[config.mk]
export PLATFORM = sky130hd
export DESIGN_NAME = id_ex_operand_stage
export DESIGN_NICKNAME = d
export VERILOG_FILES = /design/src/rtl/id_ex_operand_stage.sv
export SDC_FILE = /design/constraint.sdc
export NUM_CORES = 1
export LEC_CHECK = 0
export CELL_PAD_IN_SITES_DETAIL_PLACEMENT = 1
export CELL_PAD_IN_SITES_GLOBAL_PLACEMENT = 2
export CORE_ASPECT_RATIO = 1.1
export CORE_MARGIN = 2
export CORE_UTILIZATION = 23
export CTS_CLUSTER_SIZE = 8
export DETAILED_ROUTE_END_ITERATION = 6
export GPL_TIMING_DRIVEN = 0
export PLACE_DENSITY = 0.82
export REMOVE_ABC_BUFFERS = 1
export SETUP_SLACK_MARGIN = 0.02
export SLEW_MARGIN = 25
export SYNTH_ARGS = -nofsm -noshare
export SYNTH_HDL_FRONTEND = slang
export SYNTH_SLANG_ARGS = --single-unit
export TNS_END_PERCENT = 5
[constraint.sdc]
create_clock -name CLK -period 1.7 [get_ports CLK]
set_clock_uncertainty 0.2 [all_clocks]
set_input_delay 0.34 -clock CLK [delete_from_list [all_inputs] [get_ports CLK]]
set_output_delay 0.34 -clock CLK [all_outputs]
set_load 0.01 [all_outputs]
[src/rtl/id_ex_operand_stage.sv]
// ----------------------------------------------------------------------------
// id_ex_operand_stage
//
// ID/EX pipeline register combined with the operand-select / forwarding stage
// that sits directly in front of the ALU. Decoded fields from ID are captured
// each cycle. RAW hazards against the EX/MEM and MEM/WB producers are resolved
// combinationally. Load-use hazards are flagged back to the stall logic.
//
// Configuration macro: EX_FORWARDING_EN
//   defined     : EX/MEM and MEM/WB forwarding onto rs1/rs2. During a stall the
//                 data registers reload with the forwarded value.
//   not defined : operands come straight from the captured register-file data.
//                 The exm_*/wb_* inputs are ignored. The data registers hold
//                 during a stall. load_use_haz also fires for any valid
//                 register-writing producer in EX, not only for loads.
//
// Ports
//   CLK, RST_n              clock (rising edge), asynchronous active-low reset
//   stall, flush            hold / bubble the stage (flush wins)
//   id_*                    decoded instruction fields from ID
//   exm_rd_addr/regwrite/result   EX/MEM producer (forwarding source 1)
//   wb_rd_addr/regwrite/result    MEM/WB producer (forwarding source 2)
//   ALU_operation           registered ALU opcode
//   op1, op2                ALU operands (combinational)
//   store_data              forwarded rs2 value for stores
//   ex_rd_addr, ex_regwrite, ex_memread, ex_valid   registered control for EX/MEM
//   load_use_haz            ID reads a register still being produced by a load in EX
// ----------------------------------------------------------------------------
module id_ex_operand_stage #(
  parameter int XLEN = 32
) (
  input  logic            CLK,
  input  logic            RST_n,
  input  logic            stall,
  input  logic            flush,
  input  logic            id_valid,
  input  logic [3:0]      id_alu_op,
  input  logic [4:0]      id_rs1_addr,
  input  logic [4:0]      id_rs2_addr,
  input  logic [4:0]      id_rd_addr,
  input  logic [XLEN-1:0] id_rs1_data,
  input  logic [XLEN-1:0] id_rs2_data,
  input  logic [XLEN-1:0] id_imm,
  input  logic [XLEN-1:0] id_pc,
  input  logic            id_alusrc,
  input  logic [1:0]      id_auipclui,
  input  logic            id_regwrite,
  input  logic            id_memread,
  input  logic [4:0]      exm_rd_addr,
  input  logic            exm_regwrite,
  input  logic [XLEN-1:0] exm_result,
  input  logic [4:0]      wb_rd_addr,
  input  logic            wb_regwrite,
  input  logic [XLEN-1:0] wb_result,
  output logic [3:0]      ALU_operation,
  output logic [XLEN-1:0] op1,
  output logic [XLEN-1:0] op2,
  output logic [XLEN-1:0] store_data,
  output logic [4:0]      ex_rd_addr,
  output logic            ex_regwrite,
  output logic            ex_memread,
  output logic            ex_valid,
  output logic            load_use_haz
);

  // --------------------------------------------------------------------------
  // Pipeline registers
  // --------------------------------------------------------------------------
  logic            valid_q,    valid_d;
  logic [3:0]      alu_op_q,   alu_op_d;
  logic [4:0]      rs1_addr_q, rs1_addr_d;
  logic [4:0]      rs2_addr_q, rs2_addr_d;
  logic [4:0]      rd_addr_q,  rd_addr_d;
  logic [XLEN-1:0] rs1_data_q, rs1_data_d;
  logic [XLEN-1:0] rs2_data_q, rs2_data_d;
  logic [XLEN-1:0] imm_q,      imm_d;
  logic [XLEN-1:0] pc_q,       pc_d;
  logic            alusrc_q,   alusrc_d;
  logic [1:0]      auipclui_q, auipclui_d;
  logic            regwrite_q, regwrite_d;
  logic            memread_q,  memread_d;

  // Forwarded operand values, index 0 = rs1, index 1 = rs2
  logic [XLEN-1:0] rs_data  [2];
  logic [XLEN-1:0] fwd_data [2];

  assign rs_data[0] = rs1_data_q;
  assign rs_data[1] = rs2_data_q;

  // --------------------------------------------------------------------------
  // Forwarding network
  // --------------------------------------------------------------------------
`ifdef EX_FORWARDING_EN
  logic [4:0] rs_addr [2];

  assign rs_addr[0] = rs1_addr_q;
  assign rs_addr[1] = rs2_addr_q;

  genvar gi;
  generate
    for (gi = 0; gi < 2; gi++) begin : g_fwd
      logic rs_nonzero;
      logic exm_hit;
      logic wb_hit;

      // x0 is hard-wired: a producer that "writes" x0 must never leak through.
      assign rs_nonzero = (rs_addr[gi] != 5'd0);
      assign exm_hit    = exm_regwrite && (exm_rd_addr == rs_addr[gi]) && rs_nonzero;
      assign wb_hit     = wb_regwrite  && (wb_rd_addr  == rs_addr[gi]) && rs_nonzero;

      // EX/MEM holds the younger result, so it takes precedence over MEM/WB.
      assign fwd_data[gi] = exm_hit ? exm_result :
                            (wb_hit ? wb_result : rs_data[gi]);
    end
  endgenerate
`else
  genvar gi;
  generate
    for (gi = 0; gi < 2; gi++) begin : g_fwd
      assign fwd_data[gi] = rs_data[gi];
    end
  endgenerate

  // Producer-side inputs and captured rs indices have no consumer in this build.
  logic unused_fwd;
  assign unused_fwd = ^{exm_rd_addr, exm_regwrite, exm_result,
                        wb_rd_addr,  wb_regwrite,  wb_result,
                        rs1_addr_q,  rs2_addr_q};
`endif

  // --------------------------------------------------------------------------
  // Next-state logic
  // --------------------------------------------------------------------------
  always_comb begin
    valid_d    = valid_q;
    alu_op_d   = alu_op_q;
    rs1_addr_d = rs1_addr_q;
    rs2_addr_d = rs2_addr_q;
    rd_addr_d  = rd_addr_q;
    rs1_data_d = rs1_data_q;
    rs2_data_d = rs2_data_q;
    imm_d      = imm_q;
    pc_d       = pc_q;
    alusrc_d   = alusrc_q;
    auipclui_d = auipclui_q;
    regwrite_d = regwrite_q;
    memread_d  = memread_q;

    if (flush) begin
      // Bubble: only the qualifying control bits matter, the rest may hold.
      valid_d    = 1'b0;
      regwrite_d = 1'b0;
      memread_d  = 1'b0;
    end else if (stall) begin
`ifdef EX_FORWARDING_EN
      // A MEM/WB result retiring while we sit here would otherwise be gone by
      // the time the stall releases, so absorb the forwarded value now.
      rs1_data_d = fwd_data[0];
      rs2_data_d = fwd_data[1];
`else
      rs1_data_d = rs1_data_q;
      rs2_data_d = rs2_data_q;
`endif
    end else begin
      valid_d    = id_valid;
      alu_op_d   = id_alu_op;
      rs1_addr_d = id_rs1_addr;
      rs2_addr_d = id_rs2_addr;
      rd_addr_d  = id_rd_addr;
      rs1_data_d = id_rs1_data;
      rs2_data_d = id_rs2_data;
      imm_d      = id_imm;
      pc_d       = id_pc;
      alusrc_d   = id_alusrc;
      auipclui_d = id_auipclui;
      regwrite_d = id_regwrite;
      memread_d  = id_memread;
    end
  end

  // --------------------------------------------------------------------------
  // State registers
  // --------------------------------------------------------------------------
  always_ff @(posedge CLK or negedge RST_n) begin
    if (!RST_n) begin
      valid_q    <= 1'b0;
      alu_op_q   <= 4'b0000;
      rs1_addr_q <= 5'd0;
      rs2_addr_q <= 5'd0;
      rd_addr_q  <= 5'd0;
      rs1_data_q <= '0;
      rs2_data_q <= '0;
      imm_q      <= '0;
      pc_q       <= '0;
      alusrc_q   <= 1'b0;
      auipclui_q <= 2'b00;
      regwrite_q <= 1'b0;
      memread_q  <= 1'b0;
    end else begin
      valid_q    <= valid_d;
      alu_op_q   <= alu_op_d;
      rs1_addr_q <= rs1_addr_d;
      rs2_addr_q <= rs2_addr_d;
      rd_addr_q  <= rd_addr_d;
      rs1_data_q <= rs1_data_d;
      rs2_data_q <= rs2_data_d;
      imm_q      <= imm_d;
      pc_q       <= pc_d;
      alusrc_q   <= alusrc_d;
      auipclui_q <= auipclui_d;
      regwrite_q <= regwrite_d;
      memread_q  <= memread_d;
    end
  end

  // --------------------------------------------------------------------------
  // Operand select
  // --------------------------------------------------------------------------
  always_comb begin
    op1 = fwd_data[0];
    unique case (auipclui_q)
      2'b01:   op1 = pc_q;       // AUIPC
      2'b10:   op1 = '0;         // LUI
      default: op1 = fwd_data[0];
    endcase
  end

  assign op2        = alusrc_q ? imm_q : fwd_data[1];
  assign store_data = fwd_data[1];

  assign ALU_operation = alu_op_q;
  assign ex_rd_addr    = rd_addr_q;
  assign ex_regwrite   = regwrite_q;
  assign ex_memread    = memread_q;
  assign ex_valid      = valid_q;

  // --------------------------------------------------------------------------
  // Hazard detection (deliberately not gated by stall/flush: the controller
  // answers this flag with those very signals)
  // --------------------------------------------------------------------------
  logic rs_match;
  logic haz_producer;

  assign rs_match = (rd_addr_q == id_rs1_addr) || (rd_addr_q == id_rs2_addr);

`ifdef EX_FORWARDING_EN
  assign haz_producer = memread_q;
`else
  // Without forwarding any in-flight writer is a hazard, not just loads.
  assign haz_producer = memread_q || regwrite_q;
`endif

  assign load_use_haz = valid_q && haz_producer && (rd_addr_q != 5'd0)
                        && id_valid && rs_match;

endmodule

# [Word level (Yosys, flattened, before mapping)]
# Index checks and enable logic that the tools add are counted.
[classes] magnitude_cmp=0 shifts=0 n_mul=0 bitwise_logic=2 n_div=0 n_eq_ne=5 mux=8 reduce_logical=8 add_sub_neg=0
[ops] cell="32-bit case mux with 2 select lines" count=1
[ops] cell="32-bit two-way mux" count=1
[ops] cell="5-bit == test" count=2
[ops] cell="1-bit two-way mux" count=6
[ops] cell="5-bit nonzero test" count=1
[ops] cell="1-bit logical AND" count=4
[ops] cell="2-bit by 1-bit == test with 1-bit output (second input constant)" count=1
[ops] cell="2-bit == test (second input constant)" count=1
[ops] cell="1-bit logical OR" count=2
[ops] cell="2-bit by 1-bit inequality test with 1-bit output (second input constant)" count=1
[ops] cell="1-bit inverter" count=2
[ops] cell="2-bit AND reduction" count=1
[totals] inputBits=233 latchBits=0 rom_bits=0 out_inout_bits=109 n_memories=0 ram_bits=0 reg_bits=143 elab_cells=34

# [Logic depth before layout (Yosys ltp)]
[logic_depth] ltp_word=5 depth_mapped=6

# [Worst setup path before layout]
# Ideal clock, no wire load.
[synth_path] path_kind="register -> output" from="register auipclui_q[0]" to="output op1[0]" t_arrival_ns=1.336 slack_ns=-0.176 stages_incl_launch_ff=6 required_ns=1.160 path_cell_list="dfrtp_1 -> ha_1 -> clkbuf_1 -> clkbuf_1 -> nand2_1 -> o21ai_0"
[synth_via] elab_chain_len=2 word_cells_on_any_way=3
[synth_rtl] item="start, declared" line_no="79" text="logic [1:0] auipclui_q, auipclui_d;"
[synth_rtl] item="start signal, assigned" line_no="210" text="auipclui_q <= auipclui_d;"
[synth_rtl] item="2-bit == test / 2-bit by 1-bit == test with 1-bit output (equally long branches)" line_no="221" text="unique case (auipclui_q)"
[synth_rtl] item="32-bit case mux with 2 select lines *" line_no="221"
[synth_rtl] item="end, declared" line_no="56" text="output logic [XLEN-1:0] op1,"
# Every way passes the cells marked *; elsewhere a longest branch is shown, timed or not.

# [Worst setup path after layout]
[layout_path] from="register auipclui_q[0]" to="output op1[27]"
# Same word-level chain as after synthesis.

==> flow_summary.yaml <==
run_status:
  status: "finished, violations left"
  violations: "DRC, setup timing"
setup_path:
  cp-end-kind: "output port"
  cp.arrival_ns: 1.76
  worstSetupPathType: "reg2out"
  path_max_fanout: 11
  crit_required_ns: 1.16
  start_kind: "flip-flop"
synth:
  seq_area_frac_synth_pct: 53.1
  ys.flop_type: "dfrtp_1"
  postSynth.asyncResetShare_pct: 100
  syn_area_mm2: 0.00674
  synth.top_cell.area_share_pct: 53.1
  synth-edff-count: 0
  avgSynthCellArea_um2: 14.4
  syn_inst: 469
  yosys.cell_count.top_type: "dfrtp_1"
  synth-seq-cells: 143
  post_synth_num_cell_types: 22
  synth_common_cells: "dfrtp_1 (143), mux2_4 (87), mux2_2 (83)"
  yosys_warnings: 0
  synth_top_cell_by_area: "dfrtp_1"
  synth_area_leaders: "dfrtp_1 (53%), mux2_4 (19%), mux2_2 (14%), nand2_1 (3.6%), buf_12 (2.7%)"
sta:
  slew_viol_final: 0
  finalHoldViolations: 0
  holdWs_ns: 0.0889
  period_needed_ns: 2.30
  fin_crit_sh_pct: 135
  setup_viol: 65
  worst_slew_pin_slew_ns: 0.592
  grt_setup_unrepaired: "true"
  slew_headroom_pct: 60.5
  timing.final.ws_setup_ns: -0.603
  fmax_mhz: 434
power_and_ir_drop:
  p_leak_nw: 4.72
  seqPwrFrac_pct: 34.3
  irDropWorstVdd_mv: 0.492
  powerDensity_mw_per_mm2: 1140
  p_sw_mw: 3.48
  swShare_pct: 28.2
  internal_power_mw: 8.86
  clock_power_share_pct: 34.3
  comb_power_share_pct: 31.4
cells_and_area:
  fin_cells: 1139
  multi_input_area_mm2: 0.00300
  antennaDiodeCount: 0
  nFillCells: 3073
  drive_gt1_share_pct: 45.7
  syn2layout_area_growth_pct: 60.9
  regArea_mm2: 0.00359
  fin_nets: 992
cts:
  root_buffer: "clkbuf_16"
  ctsHtreeMaxLevel: 4
  clk_latency_ns: 0.42
  cts_buffer_depth: 2
  clkTransAtPathRegs_ns: 0.06
  numCtsBuffers: 17
  clock_sinks: 143
  cts_tree: "built"
global_routing:
  grt_usage_pct: 13.9
  antenna_found_initial: 0
  grt_first_pass_wirelength_um: 32300
  grt_remaining_overflow: 0
  grt_start_max_net_pins: 74
  grt_pass1_vias: 5486
placement:
  dp.cells: 1082
  dp.final_hpwl_um: 13200
  port_buffers: 265
  routabilityCongestion: 0.689
floorplanning:
  die-height_um: 183
  core_mm2: 0.0288
  die_area_mm2: 0.0307
  die_w_um: 167
  rows: 65
  top_level_ports: 342
  start_util_pct: 23.4
detailed_routing:
  via_per_inst: 4.24
  postRouteAntennaNets: 0
  finalWirelength_um: 21100
  dr.first_iter.drc_count: 157
  drt-pass1-iter-count: 7
  remaining_drc_errors: 14
  wl_per_cell_um: 18.6
  vias: 4833
run:
  maxCapViolCount: 0
worst_hold_path:
  hp-class: "in2reg"
-- power groups by stage --
| stage | sequential (mW) | combinational (mW) | clock (mW) |
|---|---|---|---|
| 2_1_floorplan | 4.29 | 1.49 | 0 |
| 3_3_place_gp | 4.32 | 3.33 | 0 |
| 3_5_place_dp | 4.30 | 3.43 | 0 |
| 4_1_cts | 4.23 | 3.82 | 4.40 |
| 5_1_grt | 4.31 | 4.15 | 4.53 |
| 6_report | 4.23 | 3.88 | 4.23 |
-- layout by cell type (no fill, tap or decap), types with 3 or more instances in the layout --
master / count
clkdlybuf4s50_1: 153
dfrtp_1: 138
mux2_4: 87
mux2_2: 83
nand2_1: 51
buf_2: 40
buf_6: 32
clkdlybuf4s15_1: 30
clkbuf_16: 19
o21ai_1: 17
o21ai_2: 14
nand2_2: 12
buf_16: 12
buf_4: 10
buf_12: 9
xor2_1: 6
clkbuf_8: 6
dlygate4sd2_1: 5
xnor2_1: 4
nor2_1: 4
bufinv_16: 4
dfrtp_2: 4
clkbuf_2: 4
mux2i_1: 3
clkinvlp_4: 3
-- per-layer routing --
layer	share of wire [%]	up-vias	global-route usage (%)
met1	43	2435	17.2
li1	-	2208	-
met3	6.6	17	4.00
met2	49	173	23.1
met4	1.5	0	5.15
met5	0	-	0
-- registers in the layout (all words and copies together), names as in the netlist --
signal	count
ex_rd_addr	5
auipclui_q	2
ex_regwrite	1
imm_q	32
alusrc_q	1
store_data	32
pc_q	32
ex_memread	1
ALU_operation	4
rs1_data_q	32
ex_valid	1
-- layout make-up --
type / instances / area share, %
sequential: 143 / 33.1
multi-input combinational: 295 / 27.7
timing repair buffer: 300 / 28.9
clock buffer: 23 / 4.69
inverter: 1 / 0.0346
clock inverter: 9 / 1.41
tap: 368 / 4.25
-- worst max-delay path, stage by stage, from the launching register on --
cell and delay, ns:
dfrtp_1 0.41, ha_4 0.30, buf_12 0.15, buf_12 0.15
nand2_1 0.06, o21ai_1 0.09, buf_2 0.16
-- repair_timing --
item / 4_1_cts / 5_1_grt
hold buffers: 2 / 0
pin swaps: 9 / 3
resized for setup: 469 / 36
gates cloned: 3 / 1
hold endpoints to repair: 75 / 0
buffers inserted: 19 / 0
endpoints found under the setup margin: 246 / 79
-- final timing paths --
| check | cells past startpoint | startpoint | slack, ns | to |
|---|---|---|---|---|
| worst min register to register | 1 | ALU_operation[1]$_DFFE_PN0P_ | 0.30 | ALU_operation[1]$_DFFE_PN0P_ |
| worst max-delay path | 6 | auipclui_q[0]$_DFFE_PN0P_ | -0.60 | op1[27] |
| worst min-delay path | 3 | stall | 0.09 | ex_valid$_DFFE_PN0P_ |
| worst max register to register | 3 | alusrc_q$_DFFE_PN0P_ | 0.33 | alusrc_q$_DFFE_PN0P_ |
| min in group asynchronous | 2 | RST_n | 0.28 | rs1_data_q[0]$_DFFE_PN0P_ |
| max in group asynchronous | 3 | RST_n | 0.19 | alusrc_q$_DFFE_PN0P_ |
-- cell families (layout without fill, tap and decap cells) --
family / count (synthesis) / in the layout / synth area share (%)
AO/OA/AOI/OAI: 35 / 35 / 2.69
XOR/XNOR: 10 / 10 / 1.30
adder cells (fa/ha/maj): 1 / 1 / 0.186
buffers and inverters: 31 / 333 / 4.42
flip-flops: 143 / 143 / 53.1
multiplexers: 174 / 174 / 33.9
AND/OR/NAND/NOR: 75 / 75 / 4.38
-- metrics by stage --
step                      power (mW)  utilization, %  cell area (µm²)  setup slack [ns]  setup TNS (ns)
after detailed placement        7.73            34.1             9830             -1.27         -161.29
after global routing            13.0            37.6            10800            -0.735          -37.65
final                           12.3            37.6            10800            -0.603          -32.54
after floorplan                 5.78               -             6440             -2.19         -327.02
after global placement          7.64            33.2             9550             -6.43        -1581.80
after CTS                       12.4            37.3            10700            -0.637          -35.03
Power figures use the tool's default switching activity.
